[config.mk]
export PLATFORM = sky130hd
export DESIGN_NAME = spi_req_arbiter
export DESIGN_NICKNAME = d
export VERILOG_FILES = /design/src/rtl/spi_req_arbiter.sv
export SDC_FILE = /design/constraint.sdc
export NUM_CORES = 1
export LEC_CHECK = 0
export ABC_AREA = 1
export CORE_MARGIN = 2
export CORE_UTILIZATION = 30
export CTS_BUF_LIST = sky130_fd_sc_hd__clkbuf_8
export DETAILED_ROUTE_END_ITERATION = 10
export PLACE_DENSITY_LB_ADDON = 0.05
export REMOVE_ABC_BUFFERS = 1
export SLEW_MARGIN = 20
export SYNTH_ARGS = -nofsm -noshare
export SYNTH_HDL_FRONTEND = slang
export SYNTH_SLANG_ARGS = --single-unit
[constraint.sdc]
create_clock -name clk -period 1.68 [get_ports clk]
set_clock_uncertainty 0.15 [all_clocks]
set_input_delay 0.168 -clock clk [delete_from_list [all_inputs] [get_ports clk]]
set_output_delay 0.168 -clock clk [all_outputs]
set_load 0.005 [all_outputs]
[src/rtl/spi_req_arbiter.sv]
// Round-robin arbiter granting one of four requesters a single-byte SPI transfer.
// Optional XFER timeout abort is built only when SPI_ARB_TIMEOUT_EN is defined.
module spi_req_arbiter #(
  parameter int GAP_CYCLES     = 2,
  parameter int TIMEOUT_CYCLES = 255
) (
  input  logic        clk,
  input  logic        rst,
  input  logic [3:0]  req,
  input  logic [31:0] req_data,
  output logic [3:0]  grant,
  output logic [3:0]  done,
  output logic [7:0]  rsp_data,
  output logic        err,
  output logic        busy,
  output logic [3:0]  ss_n,
  output logic [7:0]  spdr_wdata,
  output logic        spdr_load,
  input  logic        spif,
  input  logic [7:0]  spdr_rdata
);

  // state | meaning
  // IDLE  | no transfer, arbitrate among pending requests
  // LOAD  | winner selected, slave selected, write SPDR next
  // XFER  | waiting for a fresh spif rising edge
  // GAP   | all selects high for GAP_CYCLES before re-arbitration
  typedef enum logic [1:0] {IDLE, LOAD, XFER, GAP} state_t;

  state_t      state_q;
  logic [3:0]  grant_q, done_q, ss_n_q, gap_q;
  logic [7:0]  rsp_q, wdata_q;
  logic        load_q, busy_q, spif_q;
  logic [1:0]  last_q;

  logic        pick_vld;
  logic [1:0]  pick_idx, cand;
  logic        spif_rise;

  // Search starts one past the previous winner so every requester gets a turn.
  always_comb begin
    pick_vld = 1'b0;
    pick_idx = last_q;
    cand     = last_q;
    for (int k = 1; k <= 4; k++) begin
      cand = last_q + 2'(k);
      if (!pick_vld && req[cand]) begin
        pick_vld = 1'b1;
        pick_idx = cand;
      end
    end
  end

  assign spif_rise = spif & ~spif_q;

`ifdef SPI_ARB_TIMEOUT_EN
  logic [7:0] to_q;
  logic       err_q;
`endif

  always_ff @(posedge clk or negedge rst) begin
    if (!rst) begin
      state_q <= IDLE;
      grant_q <= 4'h0;
      done_q  <= 4'h0;
      ss_n_q  <= 4'hF;
      gap_q   <= 4'h0;
      rsp_q   <= 8'h00;
      wdata_q <= 8'h00;
      load_q  <= 1'b0;
      busy_q  <= 1'b0;
      spif_q  <= 1'b0;
      last_q  <= 2'd3;
`ifdef SPI_ARB_TIMEOUT_EN
      to_q    <= 8'h00;
      err_q   <= 1'b0;
`endif
    end else begin
      spif_q <= spif;
      load_q <= 1'b0;
      done_q <= 4'h0;
`ifdef SPI_ARB_TIMEOUT_EN
      err_q  <= 1'b0;
`endif
      case (state_q)
        IDLE: begin
          if (pick_vld) begin
            grant_q <= 4'b0001 << pick_idx;
            ss_n_q  <= ~(4'b0001 << pick_idx);
            last_q  <= pick_idx;
            busy_q  <= 1'b1;
            state_q <= LOAD;
          end
        end
        LOAD: begin
          load_q  <= 1'b1;
          wdata_q <= req_data[{last_q, 3'b000} +: 8];
`ifdef SPI_ARB_TIMEOUT_EN
          to_q    <= 8'(TIMEOUT_CYCLES - 1);
`endif
          state_q <= XFER;
        end
        XFER: begin
          if (spif_rise) begin
            rsp_q   <= spdr_rdata;
            done_q  <= grant_q;
            grant_q <= 4'h0;
            ss_n_q  <= 4'hF;
            gap_q   <= 4'(GAP_CYCLES - 1);
            state_q <= GAP;
          end
`ifdef SPI_ARB_TIMEOUT_EN
          else if (to_q == 8'd0) begin
            rsp_q   <= 8'hFF;
            done_q  <= grant_q;
            err_q   <= 1'b1;
            grant_q <= 4'h0;
            ss_n_q  <= 4'hF;
            gap_q   <= 4'(GAP_CYCLES - 1);
            state_q <= GAP;
          end else begin
            to_q <= to_q - 8'd1;
          end
`endif
        end
        GAP: begin
          if (gap_q == 4'd0) begin
            busy_q  <= 1'b0;
            state_q <= IDLE;
          end else begin
            gap_q <= gap_q - 4'd1;
          end
        end
        default: state_q <= IDLE;
      endcase
    end
  end

`ifdef SPI_ARB_TIMEOUT_EN
  assign err = err_q;
`else
  assign err = 1'b0;
`endif

  assign grant      = grant_q;
  assign done       = done_q;
  assign rsp_data   = rsp_q;
  assign busy       = busy_q;
  assign ss_n       = ss_n_q;
  assign spdr_wdata = wdata_q;
  assign spdr_load  = load_q;

endmodule

Yosys cells after proc, flatten, opt, wreduce, memory -nomap -nowiden
Index checks and enable logic that the tools add are counted.
{"block": "word_totals", "elab_cells": 83, "ff_bits": 39, "out_inout_bits": 31}
{"block": "op_classes", "n_eq_ne": 7, "order_cmp": 4, "bitwise": 3, "shifts": 2, "reduce_logical": 17, "n_mux": 35, "n_addsub": 4}
{"op": "2-to-1 mux 4 bit", "count": 8}
{"op": "variable part select 32 x 6 -> 8 bit", "count": 1}
{"op": "one-hot mux 4 bit (2 select lines)", "count": 3}
{"op": "2-to-1 mux 2 bit", "count": 7}
{"op": "less-than comparator 2 x 3 -> 1 bit (second input constant)", "count": 4}
{"op": "AND reduction 3 bit", "count": 4}
{"op": "2-to-1 mux 1 bit", "count": 11}
{"op": "binary-select mux 1 bit (select 2 bit)", "count": 4}
{"op": "!= test 2 bit (second input constant)", "count": 4}
{"op": "one-hot mux 2 bit (4 select lines)", "count": 1}
{"op": "nonzero test 2 bit", "count": 3}
{"op": "adder 2 bit (second input constant)", "count": 2}
{"op": "equality test 2 bit (second input constant)", "count": 2}
{"op": "zero test 4 bit", "count": 1}
{"op": "inverter 4 bit", "count": 1}
{"op": "AND reduction 2 bit", "count": 2}
{"op": "left shift 1 x 2 -> 4 bit (first input constant)", "count": 1}
{"op": "subtractor 4 x 1 -> 4 bit (second input constant)", "count": 1}
{"op": "logical AND 1 bit", "count": 3}
{"op": "zero test 1 bit", "count": 3}
{"op": "adder 2 x 1 -> 2 bit (second input constant)", "count": 1}
{"op": "equality test 2 x 1 -> 1 bit (second input constant)", "count": 1}
{"op": "zero test 2 bit", "count": 1}
{"op": "one-hot mux 1 bit (2 select lines)", "count": 1}
{"op": "other kinds (2)", "count": 2}

Logic depth before layout (Yosys ltp)
Gate-level depths: netlist of run 1.
{"block": "logic_depth", "word_depth": 17, "mapped_depth": 13, "ltp_nobuf": 13}

Least setup slack after synthesis of run 1
Ideal clock, no wire load.
{"block": "synth_path", "path_kind": "register -> register", "start": "reg last_q[0]", "end": "reg grant_q[3], in the netlist grant[3]", "arrival_time_ns": 1.458, "synth_period_minus_slack_ns": 1.726, "stages_incl_launch_ff": 12, "path_buffers": 0, "setup_slack_ns": -0.046, "cell_sequence": "dfstp_2 -> inv_2 -> nand2_1 -> nand2_1 -> nand2_1 -> nand2_1 -> nor2_8 -> nand4_4 -> nand2_2 -> inv_2 -> nand3_1 -> nand2_1"}
{"block": "synth_via", "elab_chain_cells": 16}
{"item": "from (decl)", "line_no": "34", "source": "logic [1:0] last_q;"}
{"item": "from (signal assigned)", "line_no": "90", "source": "last_q <= pick_idx;"}
{"item": "adder 2 x 1 -> 2 bit", "line_no": "46", "source": "cand = last_q + 2'(k);"}
{"item": "binary-select mux 1 bit (select 2 bit)", "line_no": "47", "source": "if (!pick_vld && req[cand]) begin"}
{"item": "2-to-1 mux 1 bit (not written as such)", "line_no": "47"}
{"item": "2-to-1 mux 1 bit", "line_no": "47"}
{"item": "zero test 1 bit", "line_no": "47"}
{"item": "logical AND 1 bit", "line_no": "47"}
{"item": "2-to-1 mux 1 bit", "line_no": "47"}
{"item": "zero test 1 bit", "line_no": "47"}
{"item": "logical AND 1 bit", "line_no": "47"}
{"item": "2-to-1 mux 1 bit", "line_no": "47"}
{"item": "zero test 1 bit", "line_no": "47"}
{"item": "logical AND 1 bit", "line_no": "47"}
{"item": "2-to-1 mux 2 bit", "line_no": "47"}
{"item": "left shift 1 x 2 -> 4 bit", "line_no": "88", "source": "grant_q <= 4'b0001 << pick_idx;"}
{"item": "2-to-1 mux 4 bit", "line_no": "87", "source": "if (pick_vld) begin"}
{"item": "one-hot mux 4 bit (2 select lines)", "line_no": "85", "source": "case (state_q)"}
{"item": "to (signal assigned)", "line_no": "88"}
{"item": "to (decl)", "line_no": "31", "source": "logic [3:0] grant_q, done_q, ss_n_q, gap_q;"}
Several ways; a longest one is shown, not always the timed one. The select of a mux whose other input is x is not followed.
A chain may end at the register's enable or synchronous reset.

Final worst setup path of run 1
Same ends and word-level chain as after synthesis.

==> metrics, run 1 <==
# rows 31; critical path startpoint category flip-flop; worst endpoint required time 1.72 ns; maximum VDD drop 0.8752 mV; dominant combinational cell family by area after synthesis simple AND/OR/NAND/NOR gates; nature of the critical path endpoint flip-flop; most frequent CP cell nand2_4; end-of-flow core utilization 0.5266; CTS H-Tree Depth 2; run status finished, violations left; GPL Wtd Cong about 0.74; die outline width 89.04 um; height of the die 89.04 um; initial core utilization 0.3040; syn_area_per_cell 8.713 um2; hold violation total from the final report 0; DIE AREA 0.007928 mm2; Iteration-0 DRC Markers 74; final WL about 6000 um; area share of fa/ha/maj cells after synthesis 0.03460; count of unique library cells instantiated by Yosys 34; overall via count from detail_route 2125; violations in the final reports setup timing; Period minus WS final 1.892 ns; vias in the first global route roughly 2.1k; simple logic cell fraction of the synthesized area 0.2745; met1 WL 2665 um; leakage power between 1.5 and 2 nW; total power density per cell area 1958 mW/mm2; number of buffers and inverters on the critical path 3; worst endpoint data arrival time roughly 1.9 ns; routed length on met2 2965 um; largest net degree at the start of global routing 40; worst setup timing slack at the placement stage -0.2262 ns; boundary pin count 78; most frequent standard cell in the layout excluding fill and tap cells clkdlybuf4s50_1; number of sinks handled by clock tree synthesis 39; GRT Overall Usage 0.1488; number of antenna-violating nets in the routed design 0; slowest library cell on the worst path dfstp_2; cell breakdown of the critical path buf_6, nand2_2, nand2_4, nand2_4, nand2_8, clkinv_4, nand3_4, inv_2, nand2_2, nand2_4, nand3_1, nand2_1; critical register-to-register path startpoint last_q[0]; largest delay contributor family on the critical path simple AND/OR/NAND/NOR gates; top routing layer used met4; Synth Instances 249; post-synthesis compound-gate area fraction 0.1217; clock buffer count from CTS 5; portion of netlist area occupied by mux cells 0.04152; largest stage delay on the critical path 0.62 ns; commonest non-fill, non-tap cells in the layout clkdlybuf4s50_1, nand2_1, buf_4; routed length on met3 401 um; Layout fillers 707; Pre-Repair DR Iteration Count 4; clock tree from TritonCTS done; maximum root-to-sink buffer count 2; share of synthesized area occupied by flip-flops and latches 0.4533; vias per cell 4.541; clock network latency to the later pin of the worst-skew pair approximately 0.30 ns; hold path startpoint spif; count of yosys warnings during synthesis 0; wire length of the first global-routing pass 9121 um; area delta synth->final 73.24%; share of the clock period used by the worst path 1.126; total DRC errors in the routed layout 0; detailed placement HPWL 4355 um; Worst-path clk slew 0.09 ns; overflow left after global routing 0; least setup slack across all paths after layout -0.2121 ns; Ant. Diodes 0; path category of the worst min-delay check input pin to flip-flop; final setup fails 18; unrepaired setup endpoints after global routing true; CP Launch Point last_q[0]; count of nets after finishing 421; Critical Setup Path Class flip-flop to flip-flop; XOR/XNOR Fraction of Synth Area 0.008074; largest fanout on the critical path 6; area of the mapped netlist 0.002170 mm2; cell at the root of the clock tree clkbuf_8; share of layout cells above drive strength 1 0.4011; number of port buffers 76; max-capacitance violation count 0; detail-routed net length per standard cell 13.14 um; number of antenna violations at the first check in global routing 0; area of the core slightly above 0.007 mm2; final number of max-transition violations 0; Max Fclk 0.5285 GHz; #FFs+latches synth 39
-- cell usage after synthesis --
master,n,area share
a21oi_1,6,0.014
a22oi_1,10,0.035
a31oi_1,3,0.0087
a41oi_1,6,0.024
buf_1,1,0.0017
buf_4,1,0.0035
buf_6,1,0.0052
clkbuf_1,2,0.0035
clkinv_2,1,0.0023
conb_1,1,0.0017
dfrtp_1,33,0.38
dfstp_2,6,0.073
ha_1,6,0.035
inv_1,23,0.040
inv_2,5,0.0087
mux2_2,8,0.042
nand2_1,64,0.11
nand2_2,11,0.032
nand2_4,3,0.016
nand3_1,15,0.035
nand3_2,2,0.0092
nand3_4,1,0.0081
nand3b_1,1,0.0035
nand4_4,1,0.0098
nor2_1,18,0.031
nor2_2,2,0.0058
nor2_4,1,0.0052
nor2_8,1,0.0092
o21ai_0,4,0.0092
o21ai_1,5,0.012
o21ai_2,3,0.012
o31ai_1,1,0.0035
o32ai_1,1,0.0040
xor2_1,2,0.0081
-- worst reg2reg max path, stage by stage, from the launching register on --
cell and delay (ns):
dfstp_2 0.62, buf_6 0.15, nand2_2 0.06, nand2_4 0.09
nand2_4 0.08, nand2_8 0.10, clkinv_4 0.06, nand3_4 0.13
inv_2 0.06, nand2_2 0.07, nand2_4 0.07, nand3_1 0.08
nand2_1 0.05
-- cell families after synthesis --
family | after synthesis
and+or+nand+nor | 120
AOI/OAI and AO/OA | 39
DFF | 39
buffers and inverters | 34
muxes | 8
adders and majority gates | 6
xor gates and xnor gates | 2
other | 1
-- flip-flops by register name, summed over array words and instances (netlist names) --
signal	flops
state_q	2
spif_q	1
grant	4
rsp_data	8
gap_q	4
done	4
spdr_wdata	8
spdr_load	1
ss_n	4
busy	1
last_q	2
-- cell type report --
cell class	instances	area, um2	share of cell area
clock buffers	5	68.82	0.01831
clock inverters	3	20.02	0.005326
flip-flops and latches	39	983.4	0.2617
multi-input cells	176	1329	0.3535
well taps	99	123.9	0.03296
inverters	29	133.9	0.03562
repair buffers	117	1100	0.2926
-- repair_timing --
action,CTS,global route
endpoints found under the hold margin,39,0
pin swaps,19,13
endpoints found under the setup margin,24,33
buffers inserted,5,4
hold buffers,1,0
gates cloned,0,1
gates resized for setup,38,53
-- path summary, 6_finish.rpt --
kind | cells after the start | endpoint | slack [ns]
max in group asynchronous | 3 | last_q[1] | 0.88
hold / removal | 1 | spif_q | 0.18
setup reg to reg | 12 | grant[3] | -0.21
hold reg to reg | 2 | ss_n[3] | 0.33
min in group asynchronous | 3 | rsp_data[7] | 0.22
setup / recovery | 12 | grant[3] | -0.21
-- metrics by stage --
step	std cells	power (W)	area, um2	setup TNS [ns]	hold slack [ns]
floorplan	244	0.003883	2140	-1.129	-0.2776
global placement	449	0.005600	3257	-2.183	0.01156
detailed placement	449	0.005621	3257	-2.267	0.009293
CTS	463	0.006805	3520	-1.784	0.1713
global route	468	0.007956	3759	-4.159	0.2001
finish	468	0.007358	3759	-2.357	0.1793
-- layer usage --
| layer | vias to the layer above | GRT usage |
|---|---|---|
| met1 | 992 | 0.1786 |
| met2 | 65 | 0.2571 |
| met3 | 11 | 0.03693 |
| met5 | - | 0 |
| li1 | 1057 | - |
| met4 | 0 | 0.05834 |
-- where the power goes --
| part | internal (W) | switching, W |
|---|---|---|
| Combinational | 0.00240 | 0.00270 |
| Clock | 0.000290 | 0.000376 |
| Sequential | 0.00137 | 0.000230 |
| Total | 0.00405 | 0.00330 |
(Power assumes the default switching activity.)
==> inputs of run 2 (changes only) <==
PLACE_DENSITY_LB_ADDON = default   (was 0.05)
==> run 2 against run 1 <==
Compared with the run above: the flow still finishes with violations (setup timing); sequential cell count stayed put; worst hold slack improved by 0.0083 ns; via count down 0.24%; clock-buffer cell count did not move; highest routed layer unchanged; largest power group unchanged.
==> metrics, run 2 (same netlist as run 1, synthesis figures left out) <==
critical path endpoint grant[3]; share of power burned in the clock network 0.083 (-0.007); Worst-path clk slew 0.08 ns (about the same); violations in the final reports setup timing; maximum VDD drop 0.8655 mV (-1.1%); largest delay contributor family on the critical path simple AND/OR/NAND/NOR gates; maximum root-to-sink buffer count 2 (unchanged); hold violation total from the final report 0 (unchanged); initial core utilization 0.3040 (unchanged); least setup slack across all paths after layout -0.2008 ns (+0.01132 ns); # rows 31 (unchanged); die outline width 89.04 um (unchanged); max-capacitance violation count 0 (unchanged); number of antenna-violating nets in the routed design 0 (unchanged); worst endpoint data arrival time 1.92 ns (-0.02 ns); clock network latency to the later pin of the worst-skew pair 0.29 ns (about the same); area delta synth->final 74.91%; critical register-to-register path startpoint last_q[0]; nature of the critical path endpoint flip-flop; Iteration-0 DRC Markers 57 (-23%); setup slack, reg-to-reg -0.20 ns (about the same); share of layout cells above drive strength 1 0.4146 (+0.01355); total area of multi-input combinational cells 0.001375 mm2 (+3.5%); Pre-Repair DR Iteration Count 6 (+2); clock tree from TritonCTS done; vias per cell 4.530 (-0.24%); switching share of power 0.4439 (-0.005043); slowest library cell on the worst path dfstp_2; boundary pin count 78 (unchanged); P_sw 0.003287 W (-0.49%); wire length of the first global-routing pass 9459 um (+3.7%); most frequent standard cell in the layout excluding fill and tap cells clkdlybuf4s50_1; count of nets after finishing 421 (unchanged); worst endpoint required time 1.72 ns (about the same); number of buffers and inverters on the critical path 2 (-1); largest net degree at the start of global routing 40 (unchanged); CTS H-Tree Depth 2 (unchanged); Layout fillers 689 (-2.5%); DIE AREA 0.007928 mm2 (unchanged); cell breakdown of the critical path inv_6, nand2_2, nand2_4, nand2_4, nand2_8, nor2_8, nand4_4, nand2_2, inv_4, nand3_1, nand2_1; Ant. Diodes 0 (unchanged); R2R cell count 11 (-1); CP Depth 11 (-1); total DRC errors in the routed layout 0 (unchanged); leakage power 1.670 nW (+1.1%); GRT Overall Usage 0.1529 (+0.004075); Critical Setup Path Class flip-flop to flip-flop; detail-routed net length per standard cell 12.69 um (-3.4%); path category of the worst min-delay check input pin to flip-flop; number of antenna violations at the first check in global routing 0 (unchanged); sequential fraction of design power 0.217 (about the same); CP Launch Point last_q[0]; area of the core 0.007137 mm2 (unchanged); final WL 5937 um (-3.4%); overall via count from detail_route 2120 (-0.24%); commonest non-fill, non-tap cells in the layout clkdlybuf4s50_1, nand2_1, buf_4; largest fanout on the critical path 6 (unchanged); total power density per cell area 1951 mW/mm2 (-0.32%); largest stage delay on the critical path 0.63 ns (about the same); final setup fails 15 (-3); part of the power in combinational logic 0.700 (+0.008); Final Instance Count excl. Fillers 468 (unchanged); Period minus WS final 1.881 ns (-0.01132 ns); Max Fclk 0.5317 GHz (+0.60%); final number of max-transition violations 0 (unchanged); vias in the first global route 2025 (-2.1%); critical path startpoint category flip-flop; height of the die 89.04 um (unchanged); GPL Wtd Cong 0.8599 (+16%); total placed cells including tap cells 451 (+0.45%); share of the clock period used by the worst path 1.120 (-0.006739); unrepaired setup endpoints after global routing true; number of port buffers 76 (unchanged); number of sinks handled by clock tree synthesis 39 (unchanged); power after layout 0.007405 W (+0.64%); clock buffer count from CTS 5 (unchanged); critical register-to-register path endpoint grant[3]; overflow left after global routing 0 (unchanged); detailed placement HPWL 4382 um (+0.62%); cell at the root of the clock tree clkbuf_8; run status finished, violations left; flip-flop and latch area 983.4 um2 (unchanged); Int Pwr 0.004118 W (+1.6%)
run 2: changes by cell type in the layout (fill, tap and decap cells not counted), moves of 2 or more:
cell	delta
a22oi_1	-4
a22oi_2	+4
o21ai_1	-4
o21ai_2	+3
buf_4	+2
nand2_2	-2
run 2: timing repair:
item,in CTS,in global routing
cloned,0,0
hold buffers,1,0
pin swaps,10,11
endpoints found under the hold margin,33,0
setup endpoints to repair,27,29
setup buffers,5,3
gates resized for setup,62,39
run 2: how the worst min path moves through the flow:
stage | depth (start not counted) | end | start
after floorplan | 0 | busy | rst
after global placement | 2 | spdr_load | rst
after detailed placement | 2 | spdr_load | rst
after CTS | 1 | spif_q | spif
after global routing | 1 | spif_q | spif
final | 1 | spif_q | spif
run 2: metal layers:
| layer | GRT usage | vias to the layer above | share of wire |
|---|---|---|---|
| met5 | 0 | - | 0 |
| met4 | 0.03256 | 0 | 0.0089 |
| met1 | 0.1878 | 995 | 0.43 |
| li1 | - | 1059 | - |
| met3 | 0.03878 | 5 | 0.059 |
| met2 | 0.2720 | 61 | 0.50 |
run 2: area by class of cell:
type,instances,share of cell area
tap,99,0.03264
multi-input combinational,176,0.3623
sequential,39,0.2591
clock buffer,5,0.01813
timing repair buffer,117,0.2865
clock inverter,3,0.004286
inverter,29,0.03693
run 2: power groups by stage:
stage,Sequential (W),Clock [W],Combinational [W]
floorplan,0.00163,0,0.00225
global placement,0.00160,0,0.00400
detailed placement,0.00161,0,0.00405
CTS,0.00159,0.000651,0.00478
global route,0.00165,0.000699,0.00569
finish,0.00160,0.000618,0.00518
run 2: metrics by stage:
step / cell area [um2] / setup TNS, ns / hold WS (ns) / utilization / setup slack, ns
2_1_floorplan: 2140 / -1.129 / -0.2776 / - / -0.1547
5_1_grt: 3795 / -4.004 / 0.1815 / 0.5317 / -0.3004
6_report: 3795 / -2.121 / 0.1876 / 0.5317 / -0.2008
3_3_place_gp: 3259 / -2.669 / 0.1099 / 0.4567 / -0.1971
3_5_place_dp: 3259 / -3.252 / 0.1113 / 0.4567 / -0.2042
4_1_cts: 3612 / -1.821 / 0.1792 / 0.5061 / -0.1794
==> inputs of run 3 (changes only) <==
--- a/config.mk
+++ b/config.mk
@@ -8,3 +8,3 @@
 export ABC_AREA = 1
-export CORE_MARGIN = 2
+export CORE_MARGIN = 8
 export CORE_UTILIZATION = 30
--- a/constraint.sdc
+++ b/constraint.sdc
@@ -4,2 +4,2 @@
 set_output_delay 0.168 -clock clk [all_outputs]
-set_load 0.005 [all_outputs]
+set_load 0.02 [all_outputs]
==> run 3 against run 2 <==
Compared with the run above: the run still ends with setup timing left; register-to-register slack better by 0.02 ns; first-iteration DRC count down 3.5%; total power up 2.9%; global-route usage down 3.2 points; sequential cell count unchanged; core utilization down 1.4 points; cell count down 0.85%; design area down 2.6%; sequential power about the same; sequential share of layout area up 0.70 points; critical path type unchanged; largest cell class unchanged; largest power group unchanged; highest routed layer unchanged.
==> metrics, run 3 (same netlist as run 1, synthesis figures left out) <==
Ant. Diodes 0 (unchanged); unrepaired setup endpoints after global routing true; number of port buffers 76 (unchanged); Period minus WS final 1.862 ns (-0.01877 ns); boundary pin count 78 (unchanged); Critical Setup Path Class flip-flop to flip-flop; largest stage delay on the critical path 0.60 ns (-0.03 ns); initial core utilization 0.3040 (unchanged); Max Fclk 0.5370 GHz (+1.0%); DIE AREA 0.01021 mm2 (+29%); max-capacitance violation count 0 (unchanged); Design Area, Final 0.003695 mm2 (-2.6%); cell breakdown of the critical path buf_6, nand2_2, nand2_4, nand2_4, nand2_8, clkinv_4, nand3_1, nand2_1, nand2_1, nand2_2, nand2_2, o21ai_2; share of the clock period used by the worst path 1.108 (-0.01117); detail-routed net length per standard cell 13.80 um (+8.7%); area after detailed placement 0.003264 mm2 (+0.15%); most frequent standard cell in the layout excluding fill and tap cells clkdlybuf4s50_1; worst endpoint data arrival time 1.90 ns (-0.02 ns); worst setup timing slack at the placement stage -0.1772 ns (+0.02692 ns); hold violation total from the final report 0 (unchanged); nature of the critical path endpoint flip-flop; Final Instance Count excl. Fillers 464 (-0.85%); Iteration-0 DRC Markers 55 (-3.5%); violations in the final reports setup timing; clock buffer count from CTS 5 (unchanged); overall via count from detail_route 2112 (-0.38%); total DRC errors in the routed layout 0 (unchanged); R2R cell count 12 (+1); largest delay contributor family on the critical path simple AND/OR/NAND/NOR gates; number of sinks handled by clock tree synthesis 39 (unchanged); slowest library cell on the worst path dfstp_2; vias per cell 4.552 (+0.48%); least setup slack across all paths after layout -0.1821 ns (+0.01877 ns); CTS H-Tree Depth 2 (unchanged); wire length of the first global-routing pass 9915 um (+4.8%); final WL 6401 um (+7.8%); number of antenna violations at the first check in global routing 0 (unchanged); critical register-to-register path startpoint last_q[0]; commonest non-fill, non-tap cells in the layout clkdlybuf4s50_1, nand2_1, dfrtp_1, buf_4, nand2_2; height of the die 101.0 um (+13%); die outline width 101.0 um (+13%); vias in the first global route 2125 (+4.9%); flip-flop and latch area 983.4 um2 (unchanged); area delta synth->final 70.30%; overflow left after global routing 0 (unchanged); detailed placement HPWL 4702 um (+7.3%); power after layout 0.007619 W (+2.9%); cell at the root of the clock tree clkbuf_8; path category of the worst min-delay check input pin to asynchronous set/reset pin; final number of max-transition violations 0 (unchanged); maximum VDD drop 0.9664 mV (+12%); Pre-Repair DR Iteration Count 4 (-2); Layout fillers 691 (+0.29%); GRT Overall Usage 0.1206 (-0.03230); total power density per cell area 2062 mW/mm2 (+5.7%); largest net degree at the start of global routing 31 (-23%); GPL Wtd Cong 0.8216 (-4.5%); leakage power 1.622 nW (-2.9%); # rows 31 (unchanged); CP Depth 12 (+1); Worst-path clk slew 0.08 ns (about the same); clock tree from TritonCTS done; maximum root-to-sink buffer count 2 (unchanged); worst endpoint required time 1.72 ns (about the same); CP Launch Point last_q[0]; count of nets after finishing 417 (-0.95%); run status finished, violations left; total placed cells including tap cells 450 (-0.22%); area of the core 0.007137 mm2 (unchanged); final setup fails 20 (+5); number of buffers and inverters on the critical path 2 (unchanged); largest fanout on the critical path 5 (-1); clock network latency to the later pin of the worst-skew pair 0.29 ns (about the same); number of antenna-violating nets in the routed design 0 (unchanged); total area of multi-input combinational cells 0.001289 mm2 (-6.3%); critical path startpoint category flip-flop; most frequent CP cell nand2_2; share of layout cells above drive strength 1 0.3808 (-0.03381)
[run 3: repair_timing]
item,4_1_cts,5_1_grt
hold buffers,1,0
hold endpoints to repair,33,0
setup buffers,3,2
endpoints found under the setup margin,23,25
resized for setup,47,26
pin swaps,10,6
[run 3: power breakdown]
part	switching, W	internal [W]
logic	0.00288	0.00232
registers	0.000234	0.00137
clock network	0.000335	0.000481
total	0.00345	0.00417
[run 3: final timing paths]
| kind | end | slack (ns) |
|---|---|---|
| worst max register to register | grant[0] | -0.18 |
| max in group asynchronous | last_q[0] | 0.75 |
| worst max-delay path | grant[0] | -0.18 |
| worst min register to register | ss_n[3] | 0.33 |
| min in group clk | spif_q | 0.20 |
| worst min-delay path | spdr_wdata[0] | 0.12 |
[run 3: area by class of cell]
cell class | instances | area share
clock buffers | 6 | 0.02235
clock inverters | 2 | 0.009482
inverters | 29 | 0.03522
multi-input cells | 176 | 0.3488
flip-flops and latches | 39 | 0.2662
well taps | 99 | 0.03353
repair buffers | 113 | 0.2845
[run 3: metrics by stage]
| stage | hold WS [ns] | TNS, ns | util |
|---|---|---|---|
| after floorplan | -0.2776 | -1.138 | - |
| after global placement | -0.09224 | -2.025 | 0.4574 |
| after detailed placement | -0.09444 | -2.596 | 0.4574 |
| after CTS | 0.1315 | -1.741 | 0.5002 |
| after global routing | 0.1362 | -4.001 | 0.5177 |
| final | 0.1217 | -2.243 | 0.5177 |
[run 3: per-layer routing]
| layer | global-route usage | vias up | wire length [um] |
|---|---|---|---|
| li1 | - | 1053 | - |
| met1 | 0.1405 | 985 | 2691 |
| met2 | 0.2029 | 67 | 3139 |
| met3 | 0.04075 | 7 | 504 |
| met4 | 0.03666 | 0 | 66 |
| met5 | 0 | - | 0 |
